<file path="src/rtl/vector_mem_unit.sv">
// Vector load/store unit.
// A load reads vectorSize elements from byte-wide synchronous memory, packs
// them into one vector and writes that vector to the register file with a
// single wEnable pulse. A store writes a latched vector to memory, one
// element per cycle. Element 0 sits at the lowest address.
module vector_mem_unit #(
  parameter int elementSize = 8,
  parameter int vectorSize  = 8,
  parameter int addrWidth   = 16
) (
  input  logic                              clk,
  input  logic                              rst_n,
  input  logic                              start,
  input  logic                              isStore,
  input  logic [addrWidth-1:0]              baseAddr,
  input  logic [1:0]                        vreg,
  input  logic [elementSize*vectorSize-1:0] storeData,
  output logic [addrWidth-1:0]              memAddr,
  output logic                              memRead,
  output logic                              memWrite,
  output logic [elementSize-1:0]            memWData,
  input  logic [elementSize-1:0]            memRData,
  output logic                              wEnable,
  output logic [1:0]                        vresult,
  output logic [elementSize*vectorSize-1:0] dataIn,
  output logic                              busy,
  output logic                              done
);

  localparam int VEC_W = elementSize * vectorSize;
  localparam int IDX_W = (vectorSize > 1) ? $clog2(vectorSize) : 1;
  localparam logic [IDX_W-1:0] LAST_IDX = IDX_W'(vectorSize - 1);

  localparam logic [2:0] S_IDLE  = 3'd0;
  localparam logic [2:0] S_LOAD  = 3'd1;
  localparam logic [2:0] S_LCAPT = 3'd2;
  localparam logic [2:0] S_WB    = 3'd3;
  localparam logic [2:0] S_STORE = 3'd4;
  localparam logic [2:0] S_SDONE = 3'd5;

  logic [2:0]           state_q, state_d;
  logic [IDX_W-1:0]     idx_q,   idx_d;
  logic [VEC_W-1:0]     vec_q,   vec_d;
  logic [addrWidth-1:0] base_q,  base_d;
  logic [1:0]           vreg_q,  vreg_d;
  logic [VEC_W-1:0]     sdata_q, sdata_d;

  // Control state and the assembled vector; cleared by reset so an aborted
  // load leaves nothing behind.
  always_ff @(posedge clk) begin
    if (!rst_n) begin
      state_q <= S_IDLE;
      idx_q   <= '0;
      vec_q   <= '0;
    end else begin
      state_q <= state_d;
      idx_q   <= idx_d;
      vec_q   <= vec_d;
    end
  end

  // Command operands latched at start; only observed in active states.
  always_ff @(posedge clk) begin
    base_q  <= base_d;
    vreg_q  <= vreg_d;
    sdata_q <= sdata_d;
  end

  // Sequencing: accept a command in IDLE, walk idx across the vector, and
  // capture read data one cycle behind its request (memory latency is 1).
  always_comb begin
    state_d = state_q;
    idx_d   = idx_q;
    vec_d   = vec_q;
    base_d  = base_q;
    vreg_d  = vreg_q;
    sdata_d = sdata_q;
    case (state_q)
      S_IDLE: begin
        if (start) begin
          base_d  = baseAddr;
          vreg_d  = vreg;
          sdata_d = storeData;
          idx_d   = '0;
          state_d = isStore ? S_STORE : S_LOAD;
        end
      end
      S_LOAD: begin
        if (idx_q != '0) begin
          vec_d[elementSize*int'(idx_q - 1'b1) +: elementSize] = memRData;
        end
        if (idx_q == LAST_IDX) begin
          state_d = S_LCAPT;
        end else begin
          idx_d = idx_q + 1'b1;
        end
      end
      S_LCAPT: begin
        // Last element's data arrives the cycle after its request.
        vec_d[elementSize*(vectorSize-1) +: elementSize] = memRData;
        state_d = S_WB;
      end
      S_WB: begin
        state_d = S_IDLE;
      end
      S_STORE: begin
        if (idx_q == LAST_IDX) begin
          state_d = S_SDONE;
        end else begin
          idx_d = idx_q + 1'b1;
        end
      end
      S_SDONE: begin
        state_d = S_IDLE;
      end
      default: begin
        state_d = S_IDLE;
      end
    endcase
  end

  // Outputs decode purely from state so they hold steady for a full cycle
  // and are zero whenever the unit is not in the state that owns them.
  always_comb begin
    memAddr  = '0;
    memRead  = 1'b0;
    memWrite = 1'b0;
    memWData = '0;
    wEnable  = 1'b0;
    vresult  = '0;
    dataIn   = '0;
    done     = 1'b0;
    busy     = (state_q != S_IDLE);
    case (state_q)
      S_LOAD: begin
        memRead = 1'b1;
        memAddr = base_q + addrWidth'(idx_q);
      end
      S_WB: begin
        wEnable = 1'b1;
        vresult = vreg_q;
        dataIn  = vec_q;
        done    = 1'b1;
      end
      S_STORE: begin
        memWrite = 1'b1;
        memAddr  = base_q + addrWidth'(idx_q);
        memWData = sdata_q[elementSize*int'(idx_q) +: elementSize];
      end
      S_SDONE: begin
        done = 1'b1;
      end
      default: begin
      end
    endcase
  end

endmodule

</file>
<file path="config.mk">
export PLATFORM = sky130hd
export DESIGN_NAME = vector_mem_unit
export DESIGN_NICKNAME = d
export VERILOG_FILES = /design/src/rtl/vector_mem_unit.sv
export SDC_FILE = /design/constraint.sdc
export NUM_CORES = 1
export LEC_CHECK = 0
export CAP_MARGIN = 20
export CORE_MARGIN = 3
export CORE_UTILIZATION = 60
export CTS_CLUSTER_DIAMETER = 40
export DETAILED_ROUTE_END_ITERATION = 12
export DONT_BUFFER_PORTS = 1
export MAX_ROUTING_LAYER = met4
export PLACE_DENSITY = 0.76
export SLEW_MARGIN = 20
export SYNTH_ARGS = -nofsm -noshare
export SYNTH_HDL_FRONTEND = slang
export SYNTH_SLANG_ARGS = --single-unit
</file>
<file path="constraint.sdc">
create_clock -name clk -period 8.33 [get_ports clk]
set_input_delay 1.666 -clock clk [delete_from_list [all_inputs] [get_ports clk]]
set_output_delay 1.666 -clock clk [all_outputs]
set_load 0.03 [all_outputs]
</file>
==> impl_metrics.py <==
metrics = {
    "outcome": {
        "status": "finished, final reports clean",
    },
    "hold_path": {
        "holdPathStages": 2,
        "hp-start": "vec_q[1]",
        "hold_path_end": "vec_q[1]",
        "hp-class": "register to register",
    },
    "synth": {
        "synth-edff-count": 82,
        "ys_ff_latch": 152,
        "synthesis.nets": 722,
        "synth_top_flop_cell": "edfxtp_1",
        "synth_area_mm2": 0.00692,
        "syn_inst": 613,
        "synth-async-reset-ratio_pct": 0,
        "synth_area_per_cell_um2": 11.3,
        "synth_cell_types": 51,
        "seq_area_frac_synth_pct": 55.8,
        "ys_warn_count": 0,
    },
    "route": {
        "drtIter0Drc": 330,
        "drc": 0,
        "wire_per_inst_um": 18.9,
        "detail_route.vias_per_cell": 5.88,
        "postRouteWirelength_um": 14100,
        "drtAntennaViolNets": 0,
        "drtPass1Iterations": 4,
        "vias": 4398,
    },
    "critical_path": {
        "rr_startpoint": "idx_q[0]",
        "required_ps": 6660,
        "r2r_cells": 9,
        "worstSetupStartpoint": "idx_q[0]",
        "r2r_slack_ps": 4240,
        "endpoint_kind": "primary output",
        "max_stage_delay_ps": 850,
        "critPathKind": "register to primary output",
        "crit_buf_inv": 0,
        "cp_max_fo": 30,
        "r2r_end": "vec_q[33]",
        "crit_chain": "ha_1 -> fa_1 -> a21o_1 -> and3_1 -> nand2_1 -> xor2_1 -> nor2_1",
        "startpoint_type": "register",
        "crit_arrival_ps": 2980,
        "critical_path.top_delay_family": "flip-flops",
        "critPathSlowestCell": "dfxtp_2",
    },
    "placed_design": {
        "io_buffers": 0,
        "hpwl_um": 9900,
        "place_ws_ps": 4030,
        "gp_congestion": 0.764,
    },
    "final_layout": {
        "most-common-layout-cells": "nor2_1 (86), edfxtp_1 (82), and2_1 (68), dfxtp_1 (68), mux2i_1 (41)",
        "ff_latch_area_mm2": 0.00387,
        "nFillCells": 775,
        "area_growth_pct": 8.59,
        "finalNetCount": 704,
        "drive_gt1_share_pct": 10.7,
        "final_common_cell": "nor2_1",
        "multi_input_area_mm2": 0.00287,
        "num_antenna_cells": 0,
    },
    "global_route": {
        "antenna_found_initial": 0,
        "grt_pass1_wl_um": 22100,
        "overflow": 0,
        "grt_max_degree": 83,
        "grt_pass1_vias": 4311,
        "grt.total_usage_pct": 22.9,
    },
    "sta": {
        "max_freq_mhz": 215,
        "min_period_ps": 4640,
        "tightest_slew_ps": 970,
        "grt_setup_unrepaired": "false",
        "setup_slack_ps": 3690,
        "hold_viol_final": 0,
        "whs_ps": 451,
        "skew_ps": 10.3,
        "drv_slew": 0,
        "setup_viol": 0,
        "finalCritPeriodShare_pct": 55.7,
        "slew-limit-headroom_pct": 35.4,
        "final.setup.tns_ps": 0,
    },
    "cts": {
        "cts_hold_buffers": 0,
        "cts_tree": "yes",
        "clk_latency_ps": 420,
        "cts_resized": 0,
        "path_clk_slew_ps": 60,
        "postCtsSetupRepairBufs": 0,
        "cts_max_path_buffers": 2,
        "cts.sinks": 152,
        "clock-root-buffer": "clkbuf_16",
        "h-tree-depth": 4,
        "cts_buffers": 17,
    },
    "floorplanning": {
        "dieArea_mm2": 0.0129,
        "pin_count": 189,
        "initial_core_util_pct": 62.7,
        "die_y_um": 113,
        "rows": 38,
        "core_area_mm2": 0.0110,
        "dieWidth_um": 113,
    },
    "power_and_ir_drop": {
        "power_density_mw_per_mm2": 226,
        "power_uw": 1700,
        "ir_drop_mv": 0.190,
        "leakage_uw": 0.00255,
    },
    "flow_run": {
        "drv_cap": 0,
    },
}
## kinds of logic (layout without fill, tap and decap cells)
kind of cell    count (synthesis)  count (layout)  synth area share (%)
simple gates                  272             272                  20.1
flops                         152             152                  55.8
mux                            58              58                  11.3
compound gates                 51              51                  4.54
buf+inv                        47              42                  2.91
xor+xnor                       18              18                  2.50
fa+ha+maj                      15              15                  2.82
## worst min-delay path, cell delays in order (launching register included)
cell and delay (ps):
dfxtp_1 310, nand3_1 50, o21ai_1 50
## state kept, by name (all words and copies together) (netlist names)
register and cells:
vec_q 64, base_q 16, vreg_q 2, state_q 3, idx_q 3, sdata_q 64
## cells in the mapped netlist, drive strengths merged (2+ instances only)
cell,number,area share (%)
nor2,88,4.8
edfxtp,82,36
dfxtp,70,20
and2,68,6.1
mux2i,41,5.9
nand3,33,2.5
nand2,28,1.5
buf,20,1.4
o21ai,19,1.4
clkbuf,18,0.98
mux4,16,5.2
a21oi,14,1.0
ha,14,2.5
nor3,13,1.0
nand2b,12,1.1
xor2,11,1.4
inv,9,0.49
o31ai,8,1.0
and3,6,0.54
xnor2,6,0.76
nor2b,5,0.45
nand4,3,0.27
nor4,3,0.36
or2,3,0.27
a211oi,2,0.22
a21o,2,0.22
nand3b,2,0.22
o211ai,2,0.22
or3,2,0.18
or3b,2,0.29
## routing by layer
layer	GRT usage, %	share of wire, %
met3	8.49	8.3
met4	8.25	1.4
met5	-	0
met2	36.6	50
met1	26.8	40
## power breakdown
part           switching [uW]  internal (uW)
Clock                     286            433
Sequential               19.7            830
Combinational            84.5           40.8
## through the flow
stage / utilization, % / instances / instance area, um^2
after global placement: 63.0 / 716 / 6940
after global routing: 68.1 / 748 / 7510
final: 68.1 / 748 / 7510
after floorplan: - / 613 / 6920
after CTS: 68.0 / 748 / 7500
after detailed placement: 63.0 / 716 / 6940
## worst max-delay path by stage
stage                       end  slack [ps]  cells after the start
floorplan             base_q[0]        2710                      2
global placement    memAddr[15]        4090                      6
detailed placement    vec_q[33]        4030                      9
CTS                 memAddr[11]        3610                      6
global route         memAddr[6]        3480                      7
finish               memAddr[6]        3690                      7
## final cells by class
| type | instances | share of cell area, % |
|---|---|---|
| flip-flops and latches | 152 | 51.5 |
| clock inverters | 15 | 1.78 |
| well taps | 140 | 2.33 |
| multi-input cells | 414 | 38.2 |
| inverters | 9 | 0.450 |
| clock buffers | 17 | 5.66 |
| repair buffers | 1 | 0.0999 |
Note: power is estimated with default switching activity, not from simulation.
==> RTL change (config.mk and constraints unchanged) <==
Set the parameter `vectorSize` to 4 (it was 8).
--- a/src/rtl/vector_mem_unit.sv
+++ b/src/rtl/vector_mem_unit.sv
@@ -5,7 +5,7 @@
 // element per cycle. Element 0 sits at the lowest address.
 module vector_mem_unit #(
   parameter int elementSize = 8,
-  parameter int vectorSize  = 8,
+  parameter int vectorSize  = 4,
   parameter int addrWidth   = 16
 ) (
   input  logic                              clk,
Ports: changed (resized dataIn and storeData); port bits go from 189 to 125. No check against the original RTL was run, so the function may have changed too.
==> RTL change against the original RTL <==
Power is 45% lower. Wire length is 46% lower. Clock power is 51% lower. Utilization is 0.69 points lower. Area after synthesis is 42% lower. Final area is 42% lower. Maximum frequency is 4.4% lower. Sequential cell count is 65 lower. First-iteration DRC count is 56% lower. Non-clock buffer count is 3 higher. Worst setup slack worse by 210 ps. Sequential power is 42% lower. Worst hold slack better by 19 ps. Synthesized cell count is 45% lower. Critical path type unchanged. Largest cell class unchanged. Largest power group unchanged.
==> RTL change: results (changes against the original RTL) <==
- Pint: 708 uW (-46%)
- Final #Nets: 407 (-42%)
- Critical Path End: memAddr[13]
- Filler cells: 473 (-39%)
- GR Util All Layers: 20.7% (-2.2 points)
- First-pass GRT wire length: 11,700 um (-47%)
- Post-Synth Adder-Cell Area: 3.00% (+0.18 points)
- Number of global-route vias before repair: 2,406 (-44%)
- Sequential area share after synthesis: 55.9% (+0.089 points)
- Post-synth EDFFs: 50 (-39%)
- Final setup skew: 9.64 ps (-0.678 ps)
- Synth unique cells: 43 (-16%)
- Dpl cells: 402 (-44%)
- Critical-path top delay cell: dfxtp_1
- R2r worst-path depth: 6 (-3)
- Largest net degree at the start of global routing: 51 (-39%)
- Leakage: 1.47 nW (-42%)
- Post-DR wirelength/cell: 18.2 um (-4.0%)
- Iter 0 DRT Violations: 145 (-56%)
- Post-synthesis compound-gate area fraction: 9.21% (+4.7 points)
- Top Registers: sdata_q (32), vec_q (32), base_q (16)
- Post-route cell area: 4330 um2 (-42%)
- Clock Latency Late Sink: 350 ps (-70 ps)
- Pre-CTS setup slack: 3800 ps (-229 ps)
- VDD IR max: 0.189 mV (-0.32%)
- CTS root buffer: clkbuf_8
- Critical R2R Capture: vec_q[14]
- Routed via count: 2,550 (-42%)
- R2r setup slk: 5500 ps (+1260 ps)
- Final WL: 7590 um (-46%)
- HPWL reported at the end of detailed placement: 5330 um (-46%)
- Maximum fanout along the worst path: 20 (-33%)
- Run status: completed
- Mux contribution to synthesized area: 4.99% (-6.3 points)
- Crit path arrival time: 3190 ps (+210 ps)
- Critical hold path startpoint: vec_q[24]
- Placed cell areas: 4080 um2 (-41%)
- Worst Max-Slew Pin Slew: 900 ps (-69.6 ps)
- Clock-pin transition on the worst setup and hold timing paths: 90 ps (+30 ps)
- H-tree levels: 3 (-1)
- Gpl congestion: 0.782 (+2.3%)
- Tmin final: 4860 ps (+212 ps)
- Avg Cell Area, Syn: 11.9 um2 (+5.4%)
-- RTL change: changes by cell type after synthesis, sizes merged, moves of 24 or more --
| cell | unedited run | this run |
|---|---|---|
| nor2 | 88 | 17 |
| mux2i | 41 | 2 |
| dfxtp | 70 | 37 |
| edfxtp | 82 | 50 |
| and2 | 68 | 37 |
| nor2b | 5 | 36 |
| nand3 | 33 | 6 |
| a22oi | 0 | 24 |
-- RTL change: cell families (layout without fill, tap and decap cells) --
logic type,after synthesis,count (layout)
AOI/OAI and AO/OA,51,51
xor gates and xnor gates,14,14
buffers and inverters,30,34
muxes,10,10
and+or+nand+nor,136,136
DFF,87,87
adders and majority gates,9,9
-- RTL change: power by group through the flow --
stage / registers [mW] / logic [mW] / clock network [mW]
4_1_cts: 0.493 / 0.0796 / 0.360
3_5_place_dp: 0.502 / 0.0791 / 0
6_report: 0.493 / 0.0789 / 0.354
2_1_floorplan: 0.496 / 0.0728 / 0
3_3_place_gp: 0.501 / 0.0783 / 0
5_1_grt: 0.496 / 0.0856 / 0.377
-- RTL change: tightest hold or removal path: stages, from the launching register on --
cell and delay [ps]:
dfxtp_1 320, nand3_1 60, o31ai_1 60
-- RTL change: how the worst min path moves through the flow --
stage | slack, ps | endpoint | cells past startpoint
finish | 470 | vec_q[24] | 2
detailed placement | 460 | vec_q[28] | 1
floorplan | 430 | vec_q[25] | 1
CTS | 470 | vec_q[24] | 2
global placement | 450 | vec_q[30] | 1
global route | 490 | vec_q[31] | 1
-- RTL change: final cells by class --
cell class                      instances  area share [%]
Clock inverter                          7            2.89
Timing Repair Buffer                    4           0.693
Clock buffer                            9            2.86
Multi-Input combinational cell        220            38.3
Inverter                               14            1.21
Tap cell                               77            2.22
Sequential cell                        87            51.8
-- RTL change: per-layer routing --
| metal | up-vias | GRT usage (%) | share of wire [%] |
|---|---|---|---|
| met5 | - | - | 0 |
| met4 | 0 | 10.5 | 2.5 |
| met3 | 20 | 5.36 | 6.5 |
| met2 | 112 | 31.4 | 49 |
| met1 | 1211 | 25.7 | 42 |
| li1 | 1207 | - | - |
